## config.mk

```make
export PLATFORM = sky130hd
export DESIGN_NAME = systolic_2x2_feeder
export DESIGN_NICKNAME = d
export VERILOG_FILES = /design/src/rtl/systolic_2x2_feeder.sv
export SDC_FILE = /design/constraint.sdc
export NUM_CORES = 1
export LEC_CHECK = 0
export BUFFER_PORTS_ARGS = -buffer_cell sky130_fd_sc_hd__buf_2
export CORE_ASPECT_RATIO = 1.2
export CORE_MARGIN = 4
export CORE_UTILIZATION = 56
export DETAILED_ROUTE_END_ITERATION = 7
export PLACE_DENSITY = 0.92
export RECOVER_POWER = 25
export REMOVE_ABC_BUFFERS = 1
export SETUP_SLACK_MARGIN = 0.15
export SYNTH_ARGS = -nofsm -noshare
export SYNTH_HDL_FRONTEND = slang
export SYNTH_SLANG_ARGS = --single-unit
export TNS_END_PERCENT = 10
```

## constraint.sdc

```tcl
create_clock -name clk -period 3.9 [get_ports clk]
set_input_delay 0 -clock clk [delete_from_list [all_inputs] [get_ports clk]]
set_output_delay 0 -clock clk [all_outputs]
set_load 0.02 [all_outputs]
```

## src/rtl/systolic_2x2_feeder.sv

```systemverilog
`default_nettype none
// ============================================================================
// Module      : systolic_2x2_feeder
// Description : Captures a 2x2 operand pair and streams it, row/column skewed,
//               into a 2x2 systolic array across a fixed COMPUTE window.
// Revision    : 1.0 - initial release
// ============================================================================
module systolic_2x2_feeder #(
  parameter int data_width = 8,
  parameter int MM_CYCLES  = 15
) (
  input  logic                    clk,
  input  logic                    rst,
  input  logic                    in_valid,
  output logic                    in_ready,
  input  logic [4*data_width-1:0] in_a,
  input  logic [4*data_width-1:0] in_b,
  output logic                    start,
  output logic [data_width-1:0]   a0_out,
  output logic [data_width-1:0]   a1_out,
  output logic [data_width-1:0]   b0_out,
  output logic [data_width-1:0]   b1_out,
  output logic                    busy,
  output logic                    done
);

  typedef enum logic [2:0] {
    S_IDLE  = 3'd0,
    S_START = 3'd1,
    S_LOAD  = 3'd2,
    S_FEED  = 3'd3,
    S_DRAIN = 3'd4
  } state_t;

  localparam logic [3:0] c_K_LAST = 4'(MM_CYCLES - 1);

  state_t                  r_state;
  state_t                  w_state_nxt;
  logic [3:0]              r_k;
  logic [3:0]              w_k_nxt;
  logic [4*data_width-1:0] r_a;
  logic [4*data_width-1:0] r_b;
  logic                    w_xfer;

  logic                    r_in_ready;
  logic                    r_start;
  logic                    r_busy;
  logic                    r_done;
  logic [data_width-1:0]   r_a0;
  logic [data_width-1:0]   r_a1;
  logic [data_width-1:0]   r_b0;
  logic [data_width-1:0]   r_b1;
  logic [data_width-1:0]   w_a0_nxt;
  logic [data_width-1:0]   w_a1_nxt;
  logic [data_width-1:0]   w_b0_nxt;
  logic [data_width-1:0]   w_b1_nxt;

  assign w_xfer = in_valid && (r_state == S_IDLE);

  always_comb begin
    w_state_nxt = r_state;
    w_k_nxt     = r_k;
    case (r_state)
      S_IDLE: begin
        if (in_valid) w_state_nxt = S_START;
      end
      S_START: w_state_nxt = S_LOAD;
      S_LOAD: begin
        w_state_nxt = S_FEED;
        w_k_nxt     = 4'd0;
      end
      S_FEED: begin
        if (r_k == c_K_LAST) begin
          w_state_nxt = S_DRAIN;
          w_k_nxt     = 4'd0;
        end else begin
          w_k_nxt = r_k + 4'd1;
        end
      end
      S_DRAIN: w_state_nxt = S_IDLE;
      default: begin
        w_state_nxt = S_IDLE;
        w_k_nxt     = 4'd0;
      end
    endcase
  end

  // Stream values are decoded from the upcoming state/count so they appear registered.
  always_comb begin
    w_a0_nxt = '0;
    w_a1_nxt = '0;
    w_b0_nxt = '0;
    w_b1_nxt = '0;
    if (w_state_nxt == S_FEED) begin
      case (w_k_nxt)
        4'd0: begin
          w_a0_nxt = r_a[0*data_width +: data_width];
          w_b0_nxt = r_b[0*data_width +: data_width];
        end
        4'd1: begin
          w_a0_nxt = r_a[1*data_width +: data_width];
          w_a1_nxt = r_a[2*data_width +: data_width];
          w_b0_nxt = r_b[2*data_width +: data_width];
          w_b1_nxt = r_b[1*data_width +: data_width];
        end
        4'd2: begin
          w_a1_nxt = r_a[3*data_width +: data_width];
          w_b1_nxt = r_b[3*data_width +: data_width];
        end
        default: ;
      endcase
    end
  end

  always_ff @(posedge clk) begin
    if (rst) begin
      r_state    <= S_IDLE;
      r_k        <= 4'd0;
      r_in_ready <= 1'b1;
      r_start    <= 1'b0;
      r_busy     <= 1'b0;
      r_done     <= 1'b0;
      r_a0       <= '0;
      r_a1       <= '0;
      r_b0       <= '0;
      r_b1       <= '0;
    end else begin
      r_state    <= w_state_nxt;
      r_k        <= w_k_nxt;
      r_in_ready <= (w_state_nxt == S_IDLE);
      r_start    <= (w_state_nxt == S_START);
      r_busy     <= (w_state_nxt != S_IDLE);
      r_done     <= (w_state_nxt == S_DRAIN);
      r_a0       <= w_a0_nxt;
      r_a1       <= w_a1_nxt;
      r_b0       <= w_b0_nxt;
      r_b1       <= w_b1_nxt;
    end
  end

  always_ff @(posedge clk) begin
    if (rst) begin
      r_a <= '0;
      r_b <= '0;
    end else if (w_xfer) begin
      r_a <= in_a;
      r_b <= in_b;
    end
  end

  assign in_ready = r_in_ready;
  assign start    = r_start;
  assign busy     = r_busy;
  assign done     = r_done;
  assign a0_out   = r_a0;
  assign a1_out   = r_a1;
  assign b0_out   = r_b0;
  assign b1_out   = r_b1;

endmodule
`default_nettype wire

```

==> summary.md <==
| Metric | Value |
|---|---|
| Core area | 0.00685 sq mm |
| Design Power | 0.00220 W |
| I/O pins | 103 |
| Port Buffers | 102 |
| Worst-path clk slew | 0.10 ns |
| Clock tree sinks | 107 |
| Cell variety after synth | 31 |
| Critical path cell sequence | inv_1 > ha_1 > nand3_1 > nand4b_1 > o21ai_2 > or2_1 > a21oi_1 |
| CP endpoint kind | register |
| Sw Pwr | 0.000573 W |
| Int Power | 0.00163 W |
| Mux cell area share after synthesis | 0% |
| Post-CTS setup buffers | 0 |
| First-pass GRT wire length | 17.4 mm |
| Post-route DRC violation count | 0 |
| Die W | 84.7 um |
| Status | complete, no violations |
| Slew margin rel. | 16.0% |
| Fillers | 510 |
| Routed len/inst | 14.9 um |
| Final setup viols | 0 |
| Sw frac | 26.0% |
| RSZ-0062 raised after global routing | false |
| Critical path class | register to register |
| Comb power frac | 11.9% |
| Final period util | 70.1% |
| Pwr/cell area | 421 mW/mm^2 |
| Skew final | 0.0128 ns |
| Clock power share | 34.8% |
| Slowest-stage cell, CP | or2_1 |
| GPL Wtd Cong | 0.796 |
| Cell Rows | 33 |
| Die Ht | 100 um |
| Number of global-route vias before repair | 3846 |
| Worst Path Arrival | 2.95 ns |
| Fmax | 366 MHz |
| Layout cells sized above 1 | 16.0% |
| Initial antenna violation count | 0 |
| Routed Wire Length | 10.7 mm |
| Max-slew violations | 0 |
| Yosys synthesis warning count | 0 |
| CP max FO | 17 |
| Gr usage total | 25.5% |
| Via count | 3872 |
| Combinational family with the most area after synthesis | simple AND/OR/NAND/NOR gates |
| CTS Buf Count | 9 |
| Post-Syn Area | 0.00395 sq mm |
| Dpl hpwl | 6.10 mm |
| Critical path required time | 4.11 ns |
| Largest net degree at the start of global routing | 75 |
| P&R area growth vs syn | 32.7% |
| Worst Hold Class | primary input to register |
| Root Buffer | clkbuf_8 |
| Startpoint types | register |
| Slowest stage delay, CP | 0.72 ns |
| Post-Synthesis Cells | 484 |
| #FFs+latches synth | 107 |
| Via density | 5.38 |
| Leakage | 1.97 nW |
| Seq/Total Area, Yosys | 54.2% |
| Iteration-0 DRC Markers | 271 |
| XOR/XNOR Fraction of Synth Area | 0% |
| Crit path buffers/inverters | 1 |
| Final worst path period need | 2.74 ns |
| Max VDD drop | 0.229 mV |
| DRT Pass-1 Iters | 5 |
| Die area | 0.00847 sq mm |
| Place WS | 1.21 ns |
| Simple-Gate Fraction of Synth Area | 24.3% |
| Most frequent cells in the layout | nand2_1 (163), dfxtp_1 (107), a21oi_1 (91) |
| Post-synthesis compound-gate area fraction | 15.5% |
| Worst slew pin tran | 1.26 ns |
| Crit path max-delay family | simple AND/OR/NAND/NOR gates |
| Post-Synth Adder-Cell Area | 0.634% |
| Clock Latency Late Sink | 0.36 ns |
| Final Net Count | 697 |
| Clock buffer depth | 2 |
| Starting Density | 57.6% |
| Setup WS post-layout | 1.16 ns |
| Commonest non-fill, non-tap cell in the layout | nand2_1 |
| Hold Fails Final Rpt | 0 |
| Inserted Diodes | 0 |
| Sequential power share | 53.2% |
| H-tree Lvls | 3 |
| Max-Cap Viols | 0 |
| Overflow left after global routing | 0 |
| Syn_area_per_cell | 8.16 sq um |
| CTS tree | built |
| ANT nets after route | 0 |
-- metal layers --
layer / GRT usage, % / vias up / share of wire, %
met5: 0 / - / 0
met4: 11.9 / 0 / 2.7
met3: 4.93 / 33 / 6.4
met2: 46.5 / 170 / 53
met1: 28.6 / 1785 / 38
li1: - / 1884 / -
-- cell families after synthesis --
| kind of cell | count (synthesis) |
|---|---|
| buffers and inverters | 41 |
| AO/OA/AOI/OAI | 111 |
| AND/OR/NAND/NOR | 223 |
| adder cells (fa/ha/maj) | 2 |
| flip-flops | 107 |
-- timing repair --
item / 4_1_cts / 5_1_grt
gates resized for setup: 0 / 0
hold buffers: 65 / 0
hold endpoints to repair: 66 / 0
-- worst reg2reg max path, stage by stage (launching register included) --
cell	delay, ns
dfxtp_1	0.42
inv_1	0.09
ha_1	0.23
nand3_1	0.21
nand4b_1	0.18
o21ai_2	0.63
or2_1	0.72
a21oi_1	0.11
-- power groups by stage --
stage                     Combinational, W  Clock, W  Sequential [W]
after floorplan                   0.000119         0         0.00120
after global placement            0.000201         0         0.00119
after detailed placement          0.000209         0         0.00120
after CTS                         0.000259  0.000770         0.00117
after global routing              0.000292  0.000818         0.00118
final                             0.000263  0.000768         0.00117
-- final timing paths --
kind	startpoint	endpoint	slack, ns	cells past startpoint
max	r_k[0]$_SDFF_PP0_	b0_out[2]$_SDFF_PP0_	1.16	7
max reg2reg	r_k[0]$_SDFF_PP0_	b0_out[2]$_SDFF_PP0_	1.16	7
min reg2reg	r_a[31]$_SDFFE_PP0P_	r_a[31]$_SDFFE_PP0P_	0.46	2
min	rst	r_a[27]$_SDFFE_PP0P_	0.30	3
-- cell type report --
| cell class | count | area, sq um | area share (%) |
|---|---|---|---|
| sequential | 107 | 2140 | 40.9 |
| multi-input combinational | 336 | 1600 | 30.6 |
| timing repair buffer | 171 | 1150 | 21.9 |
| clock buffer | 9 | 124 | 2.36 |
| tap | 87 | 109 | 2.08 |
| clock inverter | 7 | 106 | 2.03 |
| inverter | 3 | 11.3 | 0.215 |
-- per-stage QoR --
step	area, sq um	TNS [ns]	hold WS [ns]	utilization [%]	cells
global placement	4400	0	0.242	64.3	639
detailed placement	4400	0	0.246	64.3	639
floorplan	3750	-35.09	0.0691	-	446
global route	5240	0	0.327	76.5	720
finish	5240	0	0.301	76.5	720
CTS	5290	0	0.281	77.1	720
-- sequential cells by signal, summed over array words and instances, names as in the netlist --
signal	count
busy	1
r_k	4
b1_out	8
r_a	32
b0_out	8
r_b	32
r_state	3
a0_out	8
in_ready	1
start	1
done	1
a1_out	8
-- cell usage after synthesis --
| master | count | share of area, % |
|---|---|---|
| nand4bb_1 | 1 | 0.29 |
| a21oi_1 | 91 | 12 |
| nand4_1 | 2 | 0.32 |
| nor3b_1 | 1 | 0.19 |
| o21ai_2 | 1 | 0.22 |
| buf_4 | 7 | 1.3 |
| nand3b_1 | 2 | 0.38 |
| nor4_1 | 1 | 0.16 |
| and2b_1 | 1 | 0.19 |
| buf_2 | 13 | 1.6 |
| a41o_2 | 1 | 0.29 |
| a21oi_2 | 10 | 2.2 |
| and2_1 | 1 | 0.16 |
| inv_1 | 3 | 0.29 |
| clkbuf_1 | 16 | 1.5 |
| nand4b_1 | 2 | 0.44 |
| nor2b_1 | 1 | 0.16 |
| o21a_1 | 2 | 0.38 |
| nor3_1 | 3 | 0.38 |
| o21ai_0 | 4 | 0.51 |
| buf_6 | 2 | 0.57 |
| nand4b_4 | 1 | 0.60 |
| nor2_1 | 5 | 0.48 |
| or3_1 | 1 | 0.16 |
| o21ai_1 | 1 | 0.13 |
| ha_1 | 2 | 0.63 |
| nand3_1 | 36 | 4.6 |
| dfxtp_1 | 107 | 54 |
| o211a_1 | 1 | 0.25 |
| or2_1 | 2 | 0.32 |
| nand2_1 | 163 | 15 |
Note: power is estimated with default switching activity, not from simulation.
